===== src/rtl/tdm_pkg.sv =====
// -----------------------------------------------------------------------------
// tdm_pkg
// Shared types and constants for the four-channel TDM demultiplexer.
//   NUM_SLOTS : slots per frame
//   SLOT_W    : width of a slot index
//   state_e   : receiver framing state (HUNT / LOCK)
//   slot_t    : slot index type
// -----------------------------------------------------------------------------
package tdm_pkg;

   localparam int NUM_SLOTS = 4;
   localparam int SLOT_W    = 2;

   typedef enum logic {
      HUNT = 1'b0,
      LOCK = 1'b1
   } state_e;

   typedef logic [SLOT_W-1:0] slot_t;

   // True for the slot whose completion closes a frame.
   function automatic logic is_last_slot(input slot_t s);
      return s == slot_t'(NUM_SLOTS - 1);
   endfunction

endpackage


===== src/rtl/tdm_demux4_if.sv =====
// -----------------------------------------------------------------------------
// tdm_demux4_if
// Bus between a serial link source and the TDM demultiplexer.
//   din, din_valid, frame_sync : serial input, qualifier and frame marker
//   ch0..ch3                   : last complete word per slot
//   ch_update                  : one-hot 1-cycle pulse per channel write
//   frame_done                 : 1-cycle pulse with ch_update[3]
//   locked                     : receiver is in LOCK
//   sync_err                   : 1-cycle pulse on a framing violation
// Modports: master = link side, slave = demultiplexer.
// -----------------------------------------------------------------------------
interface tdm_demux4_if #(
   parameter int WIDTH = 4
);
   import tdm_pkg::*;

   logic                 din;
   logic                 din_valid;
   logic                 frame_sync;
   logic [WIDTH-1:0]     ch0;
   logic [WIDTH-1:0]     ch1;
   logic [WIDTH-1:0]     ch2;
   logic [WIDTH-1:0]     ch3;
   logic [NUM_SLOTS-1:0] ch_update;
   logic                 frame_done;
   logic                 locked;
   logic                 sync_err;

   modport master (
      output din, din_valid, frame_sync,
      input  ch0, ch1, ch2, ch3, ch_update, frame_done, locked, sync_err
   );

   modport slave (
      input  din, din_valid, frame_sync,
      output ch0, ch1, ch2, ch3, ch_update, frame_done, locked, sync_err
   );

endinterface


===== src/rtl/tdm_demux4_demux1to4.sv =====
// -----------------------------------------------------------------------------
// demux1to4
// Combinational 1-to-4 write-enable decoder, the dual of a 4:1 mux: routes a
// single write strobe to the channel selected by the slot index.
//   slot_i : slot index of the completed word
//   wr_i   : write strobe
//   we_o   : one-hot write enable (all zero when wr_i is low)
// -----------------------------------------------------------------------------
module demux1to4
   import tdm_pkg::*;
(
   input  slot_t                slot_i,
   input  logic                 wr_i,
   output logic [NUM_SLOTS-1:0] we_o
);

   always_comb begin
      // NOTE: every combinational output gets a default first so no path
      // leaves it unassigned, which would otherwise infer a latch.
      we_o = '0;
      if (wr_i) begin
         case (slot_i)
            2'd0:    we_o = 4'b0001;
            2'd1:    we_o = 4'b0010;
            2'd2:    we_o = 4'b0100;
            default: we_o = 4'b1000;
         endcase
      end
   end

endmodule


===== src/rtl/tdm_demux4.sv =====
// -----------------------------------------------------------------------------
// tdm_demux4
// Four-channel time-division demultiplexer. Locks onto the frame marker of a
// serial stream carrying four interleaved WIDTH-bit slots (LSB first),
// deserialises each slot and loads it into one of four channel registers.
//   clock : system clock, rising edge
//   reset : asynchronous, active-high
//   bus   : tdm_demux4_if slave (serial input and channel outputs)
// -----------------------------------------------------------------------------
module tdm_demux4
   import tdm_pkg::*;
#(
   parameter int WIDTH = 4
) (
   input  logic              clock,
   input  logic              reset,
   tdm_demux4_if.slave       bus
);

   // Bit counter width, and partial register width (kept at least one bit
   // wide so WIDTH=1 still elaborates; it is simply unused then).
   localparam int CW = (WIDTH > 1) ? $clog2(WIDTH) : 1;
   localparam int PW = (WIDTH > 1) ? WIDTH - 1 : 1;

   typedef logic [CW-1:0] bcnt_t;

   state_e               state_q, state_d;
   bcnt_t                bit_cnt_q, bit_cnt_d;
   slot_t                slot_cnt_q, slot_cnt_d;
   logic [PW-1:0]        partial_q, partial_d;
   logic [WIDTH-1:0]     ch_q [NUM_SLOTS];
   logic [NUM_SLOTS-1:0] ch_update_q;
   logic                 frame_done_q, frame_done_d;
   logic                 sync_err_q, sync_err_d;

   // Bit acceptance: which position/slot the current bit lands in.
   logic                 take;
   bcnt_t                take_pos;
   slot_t                take_slot;

   // Word completion.
   logic                 wr;
   slot_t                wr_slot;
   logic [WIDTH-1:0]     word;
   logic [NUM_SLOTS-1:0] we;

   // -------------------------------------------------------------------------
   // Next-state logic
   // -------------------------------------------------------------------------
   always_comb begin
      state_d      = state_q;
      bit_cnt_d    = bit_cnt_q;
      slot_cnt_d   = slot_cnt_q;
      partial_d    = partial_q;
      sync_err_d   = 1'b0;
      take         = 1'b0;
      take_pos     = '0;
      take_slot    = '0;

      if (bus.din_valid) begin
         case (state_q)
            HUNT: begin
               if (bus.frame_sync) begin
                  state_d = LOCK;
                  take    = 1'b1;
               end
            end
            LOCK: begin
               if (bit_cnt_q == '0 && slot_cnt_q == '0) begin
                  if (bus.frame_sync) begin
                     take = 1'b1;
                  end else begin
                     // Expected frame marker missing: drop the bit and rehunt.
                     state_d    = HUNT;
                     sync_err_d = 1'b1;
                     bit_cnt_d  = '0;
                     slot_cnt_d = '0;
                  end
               end else if (bus.frame_sync) begin
                  // Early marker: abandon the partial slot and restart the
                  // frame on this bit. Written channels stay as they are.
                  sync_err_d = 1'b1;
                  take       = 1'b1;
               end else begin
                  take      = 1'b1;
                  take_pos  = bit_cnt_q;
                  take_slot = slot_cnt_q;
               end
            end
            default: begin
               state_d = HUNT;
            end
         endcase
      end

      // Store the accepted bit; the last bit of a slot completes the word.
      wr      = 1'b0;
      wr_slot = take_slot;
      if (take) begin
         if (take_pos == bcnt_t'(WIDTH - 1)) begin
            wr         = 1'b1;
            bit_cnt_d  = '0;
            slot_cnt_d = take_slot + slot_t'(1);
         end else begin
            for (int i = 0; i < PW; i++) begin
               if (take_pos == bcnt_t'(i)) partial_d[i] = bus.din;
            end
            bit_cnt_d  = take_pos + bcnt_t'(1);
            slot_cnt_d = take_slot;
         end
      end

      // Completed word: stored low bits plus the bit arriving now on top.
      word = '0;
      for (int i = 0; i < WIDTH - 1; i++) word[i] = partial_q[i];
      word[WIDTH-1] = bus.din;

      frame_done_d = wr && is_last_slot(wr_slot);
   end

   demux1to4 u_demux (
      .slot_i (wr_slot),
      .wr_i   (wr),
      .we_o   (we)
   );

   // -------------------------------------------------------------------------
   // State and output registers
   // -------------------------------------------------------------------------
   always_ff @(posedge clock or posedge reset) begin
      if (reset) begin
         state_q      <= HUNT;
         bit_cnt_q    <= '0;
         slot_cnt_q   <= '0;
         partial_q    <= '0;
         ch_update_q  <= '0;
         frame_done_q <= 1'b0;
         sync_err_q   <= 1'b0;
         // NOTE: the channel registers are externally visible and must read 0
         // after reset, so this small register array is reset explicitly
         // rather than treated as an uninitialised memory.
         for (int i = 0; i < NUM_SLOTS; i++) ch_q[i] <= '0;
      end else begin
         // NOTE: all sequential state uses non-blocking assignments so every
         // register samples the pre-edge values regardless of statement order.
         state_q      <= state_d;
         bit_cnt_q    <= bit_cnt_d;
         slot_cnt_q   <= slot_cnt_d;
         partial_q    <= partial_d;
         ch_update_q  <= we;
         frame_done_q <= frame_done_d;
         sync_err_q   <= sync_err_d;
         for (int i = 0; i < NUM_SLOTS; i++) begin
            if (we[i]) ch_q[i] <= word;
         end
      end
   end

   assign bus.ch0        = ch_q[0];
   assign bus.ch1        = ch_q[1];
   assign bus.ch2        = ch_q[2];
   assign bus.ch3        = ch_q[3];
   assign bus.ch_update  = ch_update_q;
   assign bus.frame_done = frame_done_q;
   assign bus.sync_err   = sync_err_q;
   assign bus.locked     = (state_q == LOCK);

endmodule


===== src/flat_wrapper.sv =====
// flat-port wrapper written by rule: the top's interface ports become plain ports
module tdm_demux4_flat import tdm_pkg::*;
#(
   parameter int WIDTH = 4
)
  (clock, reset, bus_din, bus_din_valid, bus_frame_sync, bus_ch0, bus_ch1, bus_ch2, bus_ch3, bus_ch_update, bus_frame_done, bus_locked, bus_sync_err);
  tdm_demux4_if #(.WIDTH(WIDTH)) bus_i ();
  input  logic clock;
  input  logic reset;
  input wire logic [$bits(bus_i.din)-1:0] bus_din;
  input wire logic [$bits(bus_i.din_valid)-1:0] bus_din_valid;
  input wire logic [$bits(bus_i.frame_sync)-1:0] bus_frame_sync;
  output wire logic [$bits(bus_i.ch0)-1:0] bus_ch0;
  output wire logic [$bits(bus_i.ch1)-1:0] bus_ch1;
  output wire logic [$bits(bus_i.ch2)-1:0] bus_ch2;
  output wire logic [$bits(bus_i.ch3)-1:0] bus_ch3;
  output wire logic [$bits(bus_i.ch_update)-1:0] bus_ch_update;
  output wire logic [$bits(bus_i.frame_done)-1:0] bus_frame_done;
  output wire logic [$bits(bus_i.locked)-1:0] bus_locked;
  output wire logic [$bits(bus_i.sync_err)-1:0] bus_sync_err;
  assign bus_i.din = bus_din;
  assign bus_i.din_valid = bus_din_valid;
  assign bus_i.frame_sync = bus_frame_sync;
  assign bus_ch0 = bus_i.ch0;
  assign bus_ch1 = bus_i.ch1;
  assign bus_ch2 = bus_i.ch2;
  assign bus_ch3 = bus_i.ch3;
  assign bus_ch_update = bus_i.ch_update;
  assign bus_frame_done = bus_i.frame_done;
  assign bus_locked = bus_i.locked;
  assign bus_sync_err = bus_i.sync_err;
  tdm_demux4 #(.WIDTH(WIDTH)) u_core (.clock(clock), .reset(reset), .bus(bus_i));
endmodule

===== config.mk =====
export PLATFORM = sky130hd
export DESIGN_NAME = tdm_demux4_flat
export DESIGN_NICKNAME = d
export VERILOG_FILES = /design/src/rtl/tdm_pkg.sv /design/src/rtl/tdm_demux4_if.sv /design/src/rtl/tdm_demux4_demux1to4.sv /design/src/rtl/tdm_demux4.sv /design/src/flat_wrapper.sv
export SDC_FILE = /design/constraint.sdc
export NUM_CORES = 1
export LEC_CHECK = 0
export ABC_CLOCK_PERIOD_IN_PS = 3700
export CELL_PAD_IN_SITES_DETAIL_PLACEMENT = 0
export CELL_PAD_IN_SITES_GLOBAL_PLACEMENT = 1
export CORE_MARGIN = 4
export CORE_UTILIZATION = 27
export DETAILED_ROUTE_END_ITERATION = 12
export PLACE_DENSITY = 0.6
export SYNTH_ARGS = -nofsm -noshare
export SYNTH_HDL_FRONTEND = slang
export SYNTH_SLANG_ARGS = --single-unit

===== constraint.sdc =====
create_clock -name clock -period 3.7 [get_ports clock]
set_clock_uncertainty 0.2 [all_clocks]
set_input_delay 0.555 -clock clock [delete_from_list [all_inputs] [get_ports clock]]
set_output_delay 0.555 -clock clock [all_outputs]
set_load 0.05 [all_outputs]

Yosys cells after proc, flatten, opt, wreduce, memory -nomap -nowiden

Index checks and enable logic that the tools add are counted.

$add $sub $neg: 2
Bitwise operators: 2
Reductions and logical operators: 13
Muxes and demuxes: 28
Equal/unequal tests: 7

Operator list:

| kind                | count |
|---|---|
| $mux 2              | 16 |
| $pmux 4 s3          | 1 |
| $mux 1              | 9 |
| $reduce_and 3->1    | 3 |
| $eq 2x2->1 const B  | 4 |
| $logic_not 2->1     | 4 |
| $reduce_bool 2->1   | 3 |
| $add 2x1->2 const B | 2 |
| $eq 2x1->1 const B  | 2 |
| $mux 4              | 1 |
| $reduce_and 4->1    | 1 |
| $logic_and 1x1->1   | 2 |
| $ne 2x1->1 const B  | 1 |
| $not 1->1           | 2 |
| $pmux 1 s2          | 1 |

Output and inout port bits: 23
Word-level logic and storage cells: 65
Register bits: 30

Longest topological paths before layout

Gate-level depths: netlist (run 1).

Word-level depth: 9
Mapped depth: 7

By module

A second synthesis (run 1) with hierarchy kept.

Cells, all modules: 93
Area, all modules: 1312.5 µm²

By module, submodules not included:

| module     | sequential area each (µm²) | cells each | instances | area an instance (µm²) |
|---|---|---|---|---|
| tdm_demux4 | 750.7                      | 89         | 1         | 1275.0 |
| demux1to4  | 0.0                        | 4          | 1         | 37.5 |

Least setup slack after synthesis (run 1)

No wires, ideal clock.

Kind: register to register
Start point: reg u_core.state_q, in the netlist u_core.bus.locked
End point: reg u_core.ch_q (netlist bit u_core.bus.ch0[0])
Cell stages (with the launch flop): 8
Setup slack: 1.363 ns
Data arrival time: 2.012 ns
Period minus slack after synthesis: 2.337 ns
Setup time: 0.125 ns
Path through: dfrtp_1 > and3b_2 > nand2_1 > inv_1 > ha_1 > buf_6 > o2111a_4 > mux2_4

Cells in the longest elaborated chain, start to end: 6
Elaborated cells on any way between the ends: 15
Those cells by class: eq/ne: 3; mux: 10; bitwise: 1; reduce/logical: 1

Ends and longest elaborated chain:

| what                             | line                       | source |
|---|---|---|
| start, declared                  | tdm_demux4.sv:27           | `state_e state_q, state_d;` |
| start signal, assigned           | tdm_demux4.sv:146          | `state_q <= state_d;` |
| $mux 2                           | tdm_demux4.sv:61           | `case (state_q)` |
| $mux 2                           | tdm_demux4.sv:60           | `if (bus.din_valid) begin` |
| $eq 2x2->1                       | tdm_demux4.sv:100          | `if (take_pos == bcnt_t'(WIDTH - 1)) begin` |
| $mux 1                           | tdm_demux4.sv:100          |  |
| $mux 1                           | tdm_demux4.sv:99           | `if (take) begin` |
| $mux 4 *                         | tdm_demux4_demux1to4.sv:21 | `if (wr_i) begin` |
| named net u_core.u_demux.we_o[0] | tdm_demux4_demux1to4.sv:14 | `output logic [NUM_SLOTS-1:0] we_o` |
| end signal, assigned by index    | tdm_demux4.sv:154          | `if (we[i]) ch_q[i] <= word;` |
| end, declared                    | tdm_demux4.sv:31           | `logic [WIDTH-1:0] ch_q [NUM_SLOTS];` |

The timed path passes the listed nets; every way through them passes the cells marked *.
A chain may end at the register's enable or synchronous reset.

Final worst setup path (run 1)

Start point: in bus_frame_sync
End point: reg u_core.ch_q (netlist bit u_core.bus.ch0[0])

Cells in the longest elaborated chain, start to end: 8
Elaborated cells on any way between the ends: 20
Those cells by class: eq/ne: 3; mux: 16; reduce/logical: 1

Ends and longest elaborated chain:

| what                             | line                       | source |
|---|---|---|
| start, declared                  | flat_wrapper.sv:12         | `input wire logic [$bits(bus_i.frame_sync)-1:0] bus_frame_sync;` |
| $mux 2                           | tdm_demux4.sv:79           | `end else if (bus.frame_sync) begin` |
| $mux 2                           | tdm_demux4.sv:69           | `if (bit_cnt_q == '0 && slot_cnt_q == '0) begin` |
| $mux 2                           | tdm_demux4.sv:61           |  |
| $mux 2                           | tdm_demux4.sv:60           |  |
| $eq 2x2->1                       | tdm_demux4.sv:100          |  |
| $mux 1                           | tdm_demux4.sv:100          |  |
| $mux 1                           | tdm_demux4.sv:99           |  |
| $mux 4 *                         | tdm_demux4_demux1to4.sv:21 |  |
| named net u_core.u_demux.we_o[0] | tdm_demux4_demux1to4.sv:14 |  |

Marked as above.

==> reports/qor.yml, run 1 <==
worst_setup_path:
  slowest_stage: "clkdlybuf4s50_1"
  cp_num_buf_inv: 2
  path_cells: "clkdlybuf4s50_1 > and3b_2 > nand2_1 > inv_1 > ha_1 > o2111a_4 > mux2_4"
  crit_fanout: 8
  crit_path_end_kind: "flop"
  max_stage_delay_ns: 0.46
  critical_path_class: "input port to flop"
  cp-start-kind: "input port"
  cp.arrival_ns: 2.59
  cp_top_family: "buffers and inverters"
  critPathRequiredTime_ns: 3.66
detailed_routing:
  viasPerCell: 4.31
  drc_errors: 0
  drtPass1Iterations: 4
  drt-wirelength-per-cell_um: 13.2
  wirelength_um: 2670
  vias: 874
  detail-route-antenna-nets: 0
  drt-initial-drc-count: 23
global_routing:
  antenna_found_initial: 0
  grt_pass1_vias: 926
  grt.overflow.total: 0
  grt_max_degree: 30
  grt_pass1_wl_um: 4500
  grt_use_total_pct: 9.30
floorplanning:
  die_h_um: 80.8
  boundaryPins: 28
  initial_core_util_pct: 28.0
  dieArea_mm2: 0.00653
  coreArea_mm2: 0.00511
  fp-row-count: 26
  chipWidth_um: 80.8
logic_synthesis:
  ys_seq_elements: 29
  ys_warn_count: 0
  syn_area_per_cell_um2: 14.2
  synthCells: 101
  synth_seq_area_share_pct: 50.7
  syn_area_mm2: 0.00143
  synth.distinct_cells: 27
  synth_nets: 115
clocking:
  clk_latency_ns: 0.28
  cts-htree-levels: 2
  postCtsHoldBufs: 0
  clock_path_buffers: 2
  post_cts_buffers: 0
  post_cts_resized: 0
  path_clk_slew_ns: 0.06
  numCtsBuffers: 5
  cts_root_buf: "clkbuf_8"
  cts.sinks: 29
  tritoncts: "built"
finish:
  layout.nets: 146
  fin_util_pct: 36.6
  stdcell_count: 203
  antenna_cells: 0
  final_area_mm2: 0.00187
  area_delta_synth_final_pct: 30.8
  drive_gt1_share_pct: 18.8
sta:
  rsz0062_at_grt: "false"
  slew_headroom_pct: 26.2
  period_share_pct: 71.0
  finalHoldViolCount: 0
  drv_slew: 0
  finalSetupViolCount: 0
  tns_ns: 0
  worstMarginPinSlew_ns: 1.11
  fmaxAchievable_ghz: 0.380
  min_period_ns: 2.63
status:
  status: "completed"
pwr:
  power_leakage_nw: 0.891
  total_power_w: 0.000770
  power.density_mw_per_mm2: 411
  irDropWorstVdd_mv: 0.202
hold_path:
  hp-class: "flop to flop"
placed_design:
  dp.final_hpwl_um: 2030
  dp_cells: 195
  gp_congestion: 0.786
  io_buffers: 27
  placed_area_mm2: 0.00176
run:
  maxCapViolCount: 0
[cell families after synthesis]
group | after synthesis | share of synthesized area (%)
flip-flops | 29 | 50.7
multiplexers | 21 | 18.1
AND/OR/NAND/NOR | 18 | 7.69
buffers and inverters | 15 | 5.77
AO/OA/AOI/OAI | 9 | 9.88
adder cells (fa/ha/maj) | 9 | 7.87
[final cells by class]
type,count,area [µm²]
multi-input cells,57,623
inverters,11,41.3
repair buffers,28,278
fillers,527,3240
clock inverters,1,30.0
clock buffers,7,86.3
flip-flops and latches,29,726
well taps,70,87.6
[sequential cells by signal, summed over array words and instances (netlist names)]
signal,cells
u_core.bus.ch2,4
u_core.bus.ch3,4
u_core.bus.sync_err,1
u_core.bit_cnt_q,2
u_core.bus.ch0,4
u_core.slot_cnt_q,2
u_core.partial_q,3
u_core.bus.ch1,4
u_core.bus.ch_update,4
u_core.bus.locked,1
[synth_stat cells]
cell	count	share of area [%]
nand2_1	4	1.0
a311o_1	1	0.70
and3b_2	1	0.70
ha_1	9	7.9
nor2_1	2	0.52
and2_1	1	0.44
nor2b_2	1	0.61
nand4_1	3	1.3
inv_1	11	2.9
nand3b_1	1	0.52
a31oi_1	1	0.44
o2111ai_4	3	5.5
nor4_1	1	0.44
buf_4	1	0.52
mux2_2	3	2.4
a32o_1	1	0.70
nor3_1	1	0.35
mux2_1	12	9.4
o221ai_1	1	0.61
or2_4	1	0.61
dfrtp_1	29	51
and2b_4	1	0.70
mux2_4	6	6.3
buf_6	3	2.4
a21o_1	1	0.52
and3_1	1	0.44
o2111a_4	1	1.4
[per-stage QoR]
step,hold WS [ns],setup slack [ns]
3_3_place_gp,0.277,0.845
4_1_cts,0.296,1.06
2_1_floorplan,0.281,1.36
5_1_grt,0.322,0.936
3_5_place_dp,0.283,0.762
6_report,0.291,1.07
[power breakdown]
| group | leakage (nW) | internal (W) | switching, W | total [W] |
|---|---|---|---|---|
| Sequential | 0.393 | 0.000333 | 0.0000204 | 0.000354 |
| Clock | 0.0585 | 0.000219 | 0.000113 | 0.000332 |
| Combinational | 0.440 | 0.0000358 | 0.0000485 | 0.0000843 |
[worst reg2reg max path: cells and delay by family (launching register included)]
kind / cells / cell delay [ns]
AND/OR/NAND/NOR: 2 / 0.36
flip-flops: 1 / 0.48
AO/OA/AOI/OAI: 1 / 0.34
multiplexers: 1 / 0.30
adder cells (fa/ha/maj): 1 / 0.44
buffers and inverters: 1 / 0.10
[routing by layer]
metal  share of wire, %  global-route usage, %  vias to the layer above  wire length, µm
met2                 45                   13.9                       36             1210
met1                 47                   11.6                      420             1250
met3                7.6                   4.55                        2              204
met4               0.26                   3.38                        0                7
met5                  0                      0                        -                0
li1                   -                      -                      416                -
[layout by cell type (no fill, tap or decap), types with 2 or more instances in the layout]
cell	netlist	final
clkdlybuf4s50_1	0	27
mux2_4	6	6
nand2_1	4	4
mux2_1	12	12
o2111ai_4	3	3
mux2_2	3	3
clkbuf_8	0	6
nand4_1	3	3
ha_1	9	9
inv_1	11	11
dfrtp_1	29	29
nor2_1	2	2
[worst paths after layout]
| path | startpoint | to | slack (ns) | depth (start not counted) |
|---|---|---|---|---|
| max in group asynchronous | reset | u_core.bus.locked | 1.96 | 2 |
| min in group asynchronous | reset | u_core.bus.ch_update[3] | 0.67 | 2 |
| max | bus_frame_sync | u_core.bus.ch0[0] | 1.07 | 7 |
| min | u_core.bus.ch1[3] | u_core.bus.ch1[3] | 0.29 | 1 |
| min reg2reg | u_core.bus.ch1[3] | u_core.bus.ch1[3] | 0.29 | 1 |
| max reg2reg | u_core.bus.locked | u_core.bus.ch0[0] | 1.36 | 6 |
(Power assumes the default switching activity.)
==> run 2: changes to the inputs <==
ABC_CLOCK_PERIOD_IN_PS = 2500   (was 3700)
clock period = 2.5 ns   (was 3.7 ns; I/O delays follow)
==> reports/qor.yml, run 2 (synthesis gave the netlist of run 1 again) <==
status:
  status: "completed"
global_routing:
  antenna_found_initial: 0
  grt_pass1_vias: 948
  grt_max_degree: 30
  grt.overflow.total: 0
  grt_pass1_wl_um: 4770
  grt_use_total_pct: 9.72
hold_path:
  hp-class: "input port to asynchronous set/reset pin"
worst_setup_path:
  cp.arrival_ns: 2.28
  cp-start-kind: "input port"
  crit_fanout: 8
  crit_path_end_kind: "flop"
  critPathRequiredTime_ns: 2.46
  critical_path_class: "input port to flop"
placed_design:
  placed_area_mm2: 0.00183
  gp_congestion: 0.772
  dp.final_hpwl_um: 2180
  io_buffers: 27
  dp_cells: 205
floorplanning:
  chipWidth_um: 80.8
  coreArea_mm2: 0.00511
  initial_core_util_pct: 28.0
  fp-row-count: 26
  die_h_um: 80.8
  boundaryPins: 28
  dieArea_mm2: 0.00653
finish:
  fillers: 499
  layout.cells.most_common_list: "dfrtp_1 (29), clkdlybuf4s50_1 (27), mux2_1 (12)"
  antenna_cells: 0
  stdcell_count: 213
  drive_gt1_share_pct: 25.2
  layout_commonest_cell: "dfrtp_1"
  area_delta_synth_final_pct: 35.0
  layout.nets: 156
  final_area_mm2: 0.00193
detailed_routing:
  drc_errors: 0
  vias: 913
  detail-route-antenna-nets: 0
  drt-initial-drc-count: 27
  wirelength_um: 2810
  drt-wirelength-per-cell_um: 13.2
  viasPerCell: 4.29
  drtPass1Iterations: 5
pwr:
  irDropWorstVdd_mv: 0.194
  total_power_w: 0.00108
  power.density_mw_per_mm2: 562
  power_leakage_nw: 0.934
run:
  maxCapViolCount: 0
sta:
  drv_slew: 0
  period_share_pct: 93.0
  finalHoldViolCount: 0
  worstMarginPinSlew_ns: 0.511
  min_period_ns: 2.32
  whs_ns: 0.275
  slew_headroom_pct: 65.8
  finalSetupViolCount: 0
  fmaxAchievable_ghz: 0.430
  tns_ns: 0
  rsz0062_at_grt: "false"
clocking:
  cts.sinks: 29
  clk_latency_ns: 0.27
  cts_root_buf: "clkbuf_8"
  tritoncts: "built"
  post_cts_resized: 0
  clock_path_buffers: 2
  numCtsBuffers: 5
  post_cts_buffers: 0
  postCtsHoldBufs: 0
  cts-htree-levels: 2
  path_clk_slew_ns: 0.06
run 2: cell type report:
class | count | area, µm² | share of cell area [%]
multi-input combinational | 57 | 623 | 32.3
sequential | 29 | 726 | 37.6
tap | 70 | 87.6 | 4.53
clock inverter | 1 | 5.00 | 0.259
clock buffer | 7 | 96.3 | 4.99
timing repair buffer | 38 | 353 | 18.3
inverter | 11 | 41.3 | 2.14
run 2: final timing paths:
path,start,endpoint,slack (ns),depth (start not counted)
hold / removal,reset,u_core.bus.ch3[2],0.27,3
hold reg to reg,u_core.bus.ch3[2],u_core.bus.ch3[2],0.29,1
min in group clock,u_core.bus.ch3[2],u_core.bus.ch3[2],0.29,1
max in group asynchronous,reset,u_core.bus.ch2[3],1.55,3
setup / recovery,bus_din_valid,u_core.bus.ch0[1],0.18,7
setup reg to reg,u_core.bit_cnt_q[0],u_core.bus.ch0[1],0.39,5
run 2: metrics by stage:
step,worst slack (ns),utilization [%]
2_1_floorplan,0.163,-
3_3_place_gp,-0.0630,35.8
3_5_place_dp,-0.107,35.8
4_1_cts,0.193,37.8
5_1_grt,0.0585,37.8
6_report,0.175,37.8
run 2: layer usage:
| metal | vias to the layer above | track usage [%] | part of all wire, % |
|---|---|---|---|
| met1 | 441 | 12.0 | 47 |
| li1 | 440 | - | - |
| met3 | 2 | 3.33 | 6.8 |
| met2 | 30 | 15.6 | 46 |
| met4 | 0 | 3.72 | 0.36 |
| met5 | - | 0 | 0 |
run 2: critical path, stage by stage:
cell             delay, ns
clkdlybuf4s50_1       0.47
and3b_2               0.20
nand2_1               0.07
inv_1                 0.08
ha_1                  0.43
o2111a_4              0.34
mux2_4                0.31
run 2: where the power goes:
group | leakage (nW) | internal [W] | switching, W
combinational | 0.488 | 0.0000651 | 0.0000789
clock | 0.0542 | 0.000248 | 0.000172
sequential | 0.393 | 0.000493 | 0.0000280
==> run 3: changes to the inputs <==
TNS_END_PERCENT = 30   (was default)
==> results of run 3 <==
Same layout as run 2: the final DEF is identical, and so are final timing and power.
